`src/rtl/uart_pkg.sv`:
```
// uart_pkg: shared FSM encodings and defaults for the UART TX-side blocks.
package uart_pkg;
  typedef enum logic [1:0] {S_IDLE, S_LAUNCH, S_WAIT, S_DONE} state_t;
  localparam int DATA_WIDTH_DEF = 8;
  localparam int LAUNCH_TIMEOUT_DEF = 65535;
endpackage

```
`src/rtl/rr_arbiter.sv`:
```
// rr_arbiter: combinational round-robin pick, first set req searching upward from ptr+1.
module rr_arbiter #(
  parameter int N = 4,
  parameter int IW = (N > 1) ? $clog2(N) : 1
) (
  input  logic [N-1:0]  req,
  input  logic [IW-1:0] ptr,
  output logic [N-1:0]  grant,
  output logic [IW-1:0] idx,
  output logic          valid
);
  // Walk from farthest to nearest so the nearest requester after ptr wins last.
  always_comb begin
    grant = '0;
    idx = '0;
    for (int i = N; i >= 1; i--) begin
      if (req[(int'(ptr) + i) % N]) begin
        grant = N'(1) << ((int'(ptr) + i) % N);
        idx = IW'((int'(ptr) + i) % N);
      end
    end
  end
  assign valid = |req;
endmodule

```
`src/rtl/uart_tx_arbiter.sv`:
```
// uart_tx_arbiter: round-robin share of one UART transmitter among NUM_REQ byte producers.
module uart_tx_arbiter
  import uart_pkg::*;
#(
  parameter int NUM_REQ = 4,
  parameter int DATA_WIDTH = DATA_WIDTH_DEF,
  parameter int ID_WIDTH = (NUM_REQ > 1) ? $clog2(NUM_REQ) : 1,
  parameter int LAUNCH_TIMEOUT = LAUNCH_TIMEOUT_DEF
) (
  input  logic                          clk,
  input  logic                          rst,
  input  logic [NUM_REQ-1:0]            req,
  input  logic [NUM_REQ*DATA_WIDTH-1:0] req_data,
  output logic [NUM_REQ-1:0]            ack,
  output logic                          uart_start,
  output logic [DATA_WIDTH-1:0]         uart_data,
  input  logic                          uart_busy,
  output logic [ID_WIDTH-1:0]           grant_id,
  output logic                          arb_busy,
  output logic                          timeout_err
);
  localparam int CW = (LAUNCH_TIMEOUT > 0) ? $clog2(LAUNCH_TIMEOUT + 1) : 1;
  localparam logic [CW-1:0] LAST = CW'((LAUNCH_TIMEOUT > 0) ? LAUNCH_TIMEOUT - 1 : 0);
  state_t state;
  logic [ID_WIDTH-1:0] rr_ptr, win_id;
  logic [NUM_REQ-1:0] win, gnt_q;
  logic [CW-1:0] cnt;
  logic win_valid;
  rr_arbiter #(.N(NUM_REQ), .IW(ID_WIDTH)) u_rr (
    .req(req),
    .ptr(rr_ptr),
    .grant(win),
    .idx(win_id),
    .valid(win_valid)
  );
  assign arb_busy = state != S_IDLE;
  always_ff @(posedge clk) begin
    if (rst) begin
      state <= S_IDLE;
      uart_start <= 1'b0;
      uart_data <= '0;
      ack <= '0;
      grant_id <= '0;
      timeout_err <= 1'b0;
      rr_ptr <= ID_WIDTH'(NUM_REQ - 1);
      cnt <= '0;
      gnt_q <= '0;
    end else begin
      ack <= '0;
      timeout_err <= 1'b0;
      case (state)
        S_IDLE: if (win_valid) begin
          state <= S_LAUNCH;
          uart_start <= 1'b1;
          uart_data <= req_data[win_id*DATA_WIDTH +: DATA_WIDTH];
          grant_id <= win_id;
          gnt_q <= win;
          cnt <= '0;
        end
        S_LAUNCH: if (uart_busy) begin
          state <= S_WAIT;
          uart_start <= 1'b0;
        end else if (LAUNCH_TIMEOUT != 0 && cnt == LAST) begin
          state <= S_DONE;
          uart_start <= 1'b0;
          ack <= gnt_q;
          timeout_err <= 1'b1;
        end else if (cnt != '1) begin
          cnt <= cnt + 1'b1;
        end
        S_WAIT: if (!uart_busy) begin
          state <= S_DONE;
          ack <= gnt_q;
        end
        S_DONE: begin
          rr_ptr <= grant_id;
          state <= S_IDLE;
        end
        default: state <= S_IDLE;
      endcase
    end
  end
endmodule

```
`config.mk`:
```
export PLATFORM = sky130hd
export DESIGN_NAME = uart_tx_arbiter
export DESIGN_NICKNAME = d
export VERILOG_FILES = /design/src/rtl/uart_pkg.sv /design/src/rtl/rr_arbiter.sv /design/src/rtl/uart_tx_arbiter.sv
export SDC_FILE = /design/constraint.sdc
export NUM_CORES = 1
export LEC_CHECK = 0
export ABC_AREA = 1
export BUFFER_PORTS_ARGS = -buffer_cell sky130_fd_sc_hd__buf_2
export CELL_PAD_IN_SITES_DETAIL_PLACEMENT = 2
export CELL_PAD_IN_SITES_GLOBAL_PLACEMENT = 2
export CORE_ASPECT_RATIO = 1.75
export CORE_MARGIN = 5
export CORE_UTILIZATION = 33
export DETAILED_ROUTE_END_ITERATION = 16
export PLACE_DENSITY = 0.86
export SYNTH_ARGS = -nofsm -noshare
export SYNTH_HDL_FRONTEND = slang
export SYNTH_SLANG_ARGS = --single-unit
export TNS_END_PERCENT = 1
```
`constraint.sdc`:
```
create_clock -name clk -period 3.9 [get_ports clk]
set_input_delay 0.195 -clock clk [delete_from_list [all_inputs] [get_ports clk]]
set_output_delay 0.195 -clock clk [all_outputs]
set_load 0.01 [all_outputs]
```
==> results_dict.tcl <==
set metrics [dict create \
    critPathSlowestCell "dfxtp_1" \
    cell_area_after_synthesis_um2 2893 \
    final.setup.worst_slack_ps 1217 \
    tritoncts_clock_tree "built" \
    cells_along_the_critical_path "inv_2, ha_1, inv_1, nand3_4, nand2_4, inv_2, nand2_2, nand2_4, nand2_8, nand2_1, nand3_1, nand3_1, nand2_1, inv_1" \
    setup_repair_after_global_routing_missed_its_margin "false" \
    wl_per_cell_um 16.93 \
    cts.root.buffer_cell "clkbuf_16" \
    buffer_ports.inserted 55 \
    maxSlewHeadroom_pct 54.37 \
    site_rows 45 \
    cts-root-to-sink-buffers 2 \
    synth-seq-cells 40 \
    number_of_global_route_vias_before_repair 3369 \
    cts.sink_count 40 \
    die_width_um 80.78 \
    yosysMostFrequentCell "nand2_1" \
    pre_cts_slack_ps 1229 \
    final.setup_skew_ps 4.069 \
    fmax_ghz 0.3727 \
    floorplan.core_area_um2 8615 \
    floorplan.die_area_um2 10810 \
    synth-edff-count 0 \
    power_density_nw_per_um2 661.1 \
    final_period_minus_worst_setup_slack_ps 2683 \
    postCtsHoldBufs 0 \
    path_class "reg2reg" \
    slowest_delay_ps 540 \
    detail_route.vias_per_cell 4.985 \
    cts.htree.levels 2 \
    globalRouteTotalUtil_pct 19.59 \
    initial_core_utilization_pct 33.58 \
    detail_route_antenna_nets 0 \
    area_growth_syn_to_layout_pct 16.95 \
    synth_seq_area_share_pct 27.68 \
    synth_ff_type "dfxtp_1" \
    maxCapViolations 0 \
    setup_viol 0 \
    drv_slew 0 \
    arrival_ps 2870 \
    grt_start_max_net_pins 29 \
    drt-total-wl_um 10040 \
    worst_ir_drop_vdd_mv 0.3078 \
    mappedNetlistNets 480 \
    setup.reg_to_reg.worst_slack_ps 1220 \
    report.power.total_w 0.002237 \
    fillCellCount 1099 \
    layout-drive-gt1-share_pct 21.22 \
    holdCritPathClass "in2reg" \
    ys.warnings.count 0 \
    drc_errors 0 \
    status "completed" \
    hold_violations 0 \
    path_clk_slew_ps 60 \
    cts_post_setup_buffers_inserted 0 \
    grt_antenna_before_repair 0 \
    cp_data_required_time_ps 4080 \
    synth_area_leaders "dfxtp_1 28%, nand2_1 9.2%, nand3_1 9.0%, nor2_1 7.3%, inv_1 7.1%" \
    dp_hpwl_um 7842 \
    synthesis.instances 427 \
    pin_count 56 \
    synth_area_leader_cell "dfxtp_1" \
    synth.distinct_cells 31 \
    syn-mean-instance-area_um2 6.775 \
    p_leak_nw 1.605 \
    fin_nets 528 \
    path_max_fanout 17 \
    worstSetupStartpointType "flop" \
    max_slew.worst_pin.slew_ps 683.7 \
    clkLatencyLatePin_ps 290 \
    dieHeight_um 133.9 \
    finalSetupTns_ps 0 \
    globalRoute.totalOverflow 0 \
    drt_iter0_drc 73 \
    first_pass_iters 4 \
    antenna_cells 0 \
    gpl.final_weighted_congestion 0.8243 \
    synth_top_area_share_pct 27.68 \
    asyncSetResetFlopFracSynth_pct 0 \
    cts_repair_resize_count 0 \
    grt_first_pass_wirelength_um 16440 \
    final_min_period_over_clock_period_pct 68.80 \
    detailroute.via_count 2956 \
    cts_buffers 5 \
    synth.top_cells.by_count "71 x nand2_1, 56 x nor2_1, 55 x inv_1" \
    total_buffers_and_inverters_traversed_by_the_critical_path 4 \
    cp-end-kind "flop" \
    cpLargestDelayFamily "simple AND/OR/NAND/NOR gates" \
]
==> layer usage <==
metal / wire length, µm / vias to the layer above / GRT usage (%) / part of all wire [%]
met5: 0 / - / 0 / 0
met4: 289 / 0 / 8.083 / 2.9
met3: 264 / 19 / 2.419 / 2.6
met2: 5913 / 45 / 40.13 / 59
met1: 3569 / 1435 / 18.43 / 36
li1: - / 1457 / - / -
==> sequential cells by signal, indices dropped and copies added, names as in the netlist <==
register,flops
grant_id,2
uart_data,8
state,2
gnt_q,4
timeout_err,1
uart_start,1
ack,4
rr_ptr,2
cnt,16
==> cell type report <==
cell class | count | area, µm² | area share (%)
multi-input combinational | 314 | 1757 | 51.92
sequential | 40 | 800.8 | 23.67
timing repair buffer | 55 | 275.3 | 8.136
inverter | 59 | 221.5 | 6.546
clock buffer | 7 | 152.6 | 4.512
tap | 117 | 146.4 | 4.327
clock inverter | 1 | 30.03 | 0.8876
==> through the flow <==
stage | std cells | hold slack [ps] | instance area [µm²] | util [%]
final | 593 | 127.5 | 3383 | 39.27
after global routing | 593 | 132.5 | 3383 | 39.27
after CTS | 593 | 126.1 | 3383 | 39.27
after detailed placement | 585 | 433.3 | 3201 | 37.15
after global placement | 585 | 433.0 | 3201 | 37.15
after floorplan | 427 | 272.4 | 2893 | -
==> worst register-to-register path, stage by stage, from the launching register on <==
cell and delay, ps:
dfxtp_1 540, inv_2 220, ha_1 420, inv_1 180, nand3_4 120, nand2_4 130
inv_2 80, nand2_2 90, nand2_4 150, nand2_8 210, nand2_1 80, nand3_1 80
nand3_1 110, nand2_1 110, inv_1 50
==> where the power goes <==
group          leakage [nW]  total (W)  internal, W  switching, W
Combinational          1.19    0.00113     0.000352      0.000780
Sequential            0.327   0.000598     0.000512     0.0000862
Clock                0.0901   0.000506     0.000337      0.000169
Total                  1.60    0.00224      0.00120       0.00104
==> path summary, 6_finish.rpt <==
path	start	to	depth (start not counted)
worst min-delay path	uart_busy	timeout_err	2
worst min register to register	gnt_q[3]	ack[3]	1
worst max register to register	rr_ptr[0]	uart_data[6]	14
worst max-delay path	rr_ptr[0]	uart_data[6]	14
==> logic make-up (layout without fill, tap and decap cells) <==
logic type | Yosys count | in the layout | share of synthesized area, %
adders and majority gates | 14 | 14 | 6.055
DFF | 40 | 40 | 27.68
buffers and inverters | 73 | 122 | 11.59
xor gates and xnor gates | 14 | 14 | 4.239
AOI/OAI and AO/OA | 53 | 53 | 9.473
and+or+nand+nor | 233 | 233 | 40.96
==> layout by cell type (no fill, tap or decap), drive strengths merged, types with 8 or more instances in the layout <==
master and instances:
dfxtp 40, nand3b 8, a21oi 27, xor2 11, nand2 94, o21ai 24
nand3 59, inv 59, ha 14, buf 55, nor2 57
(Power assumes the default switching activity.)
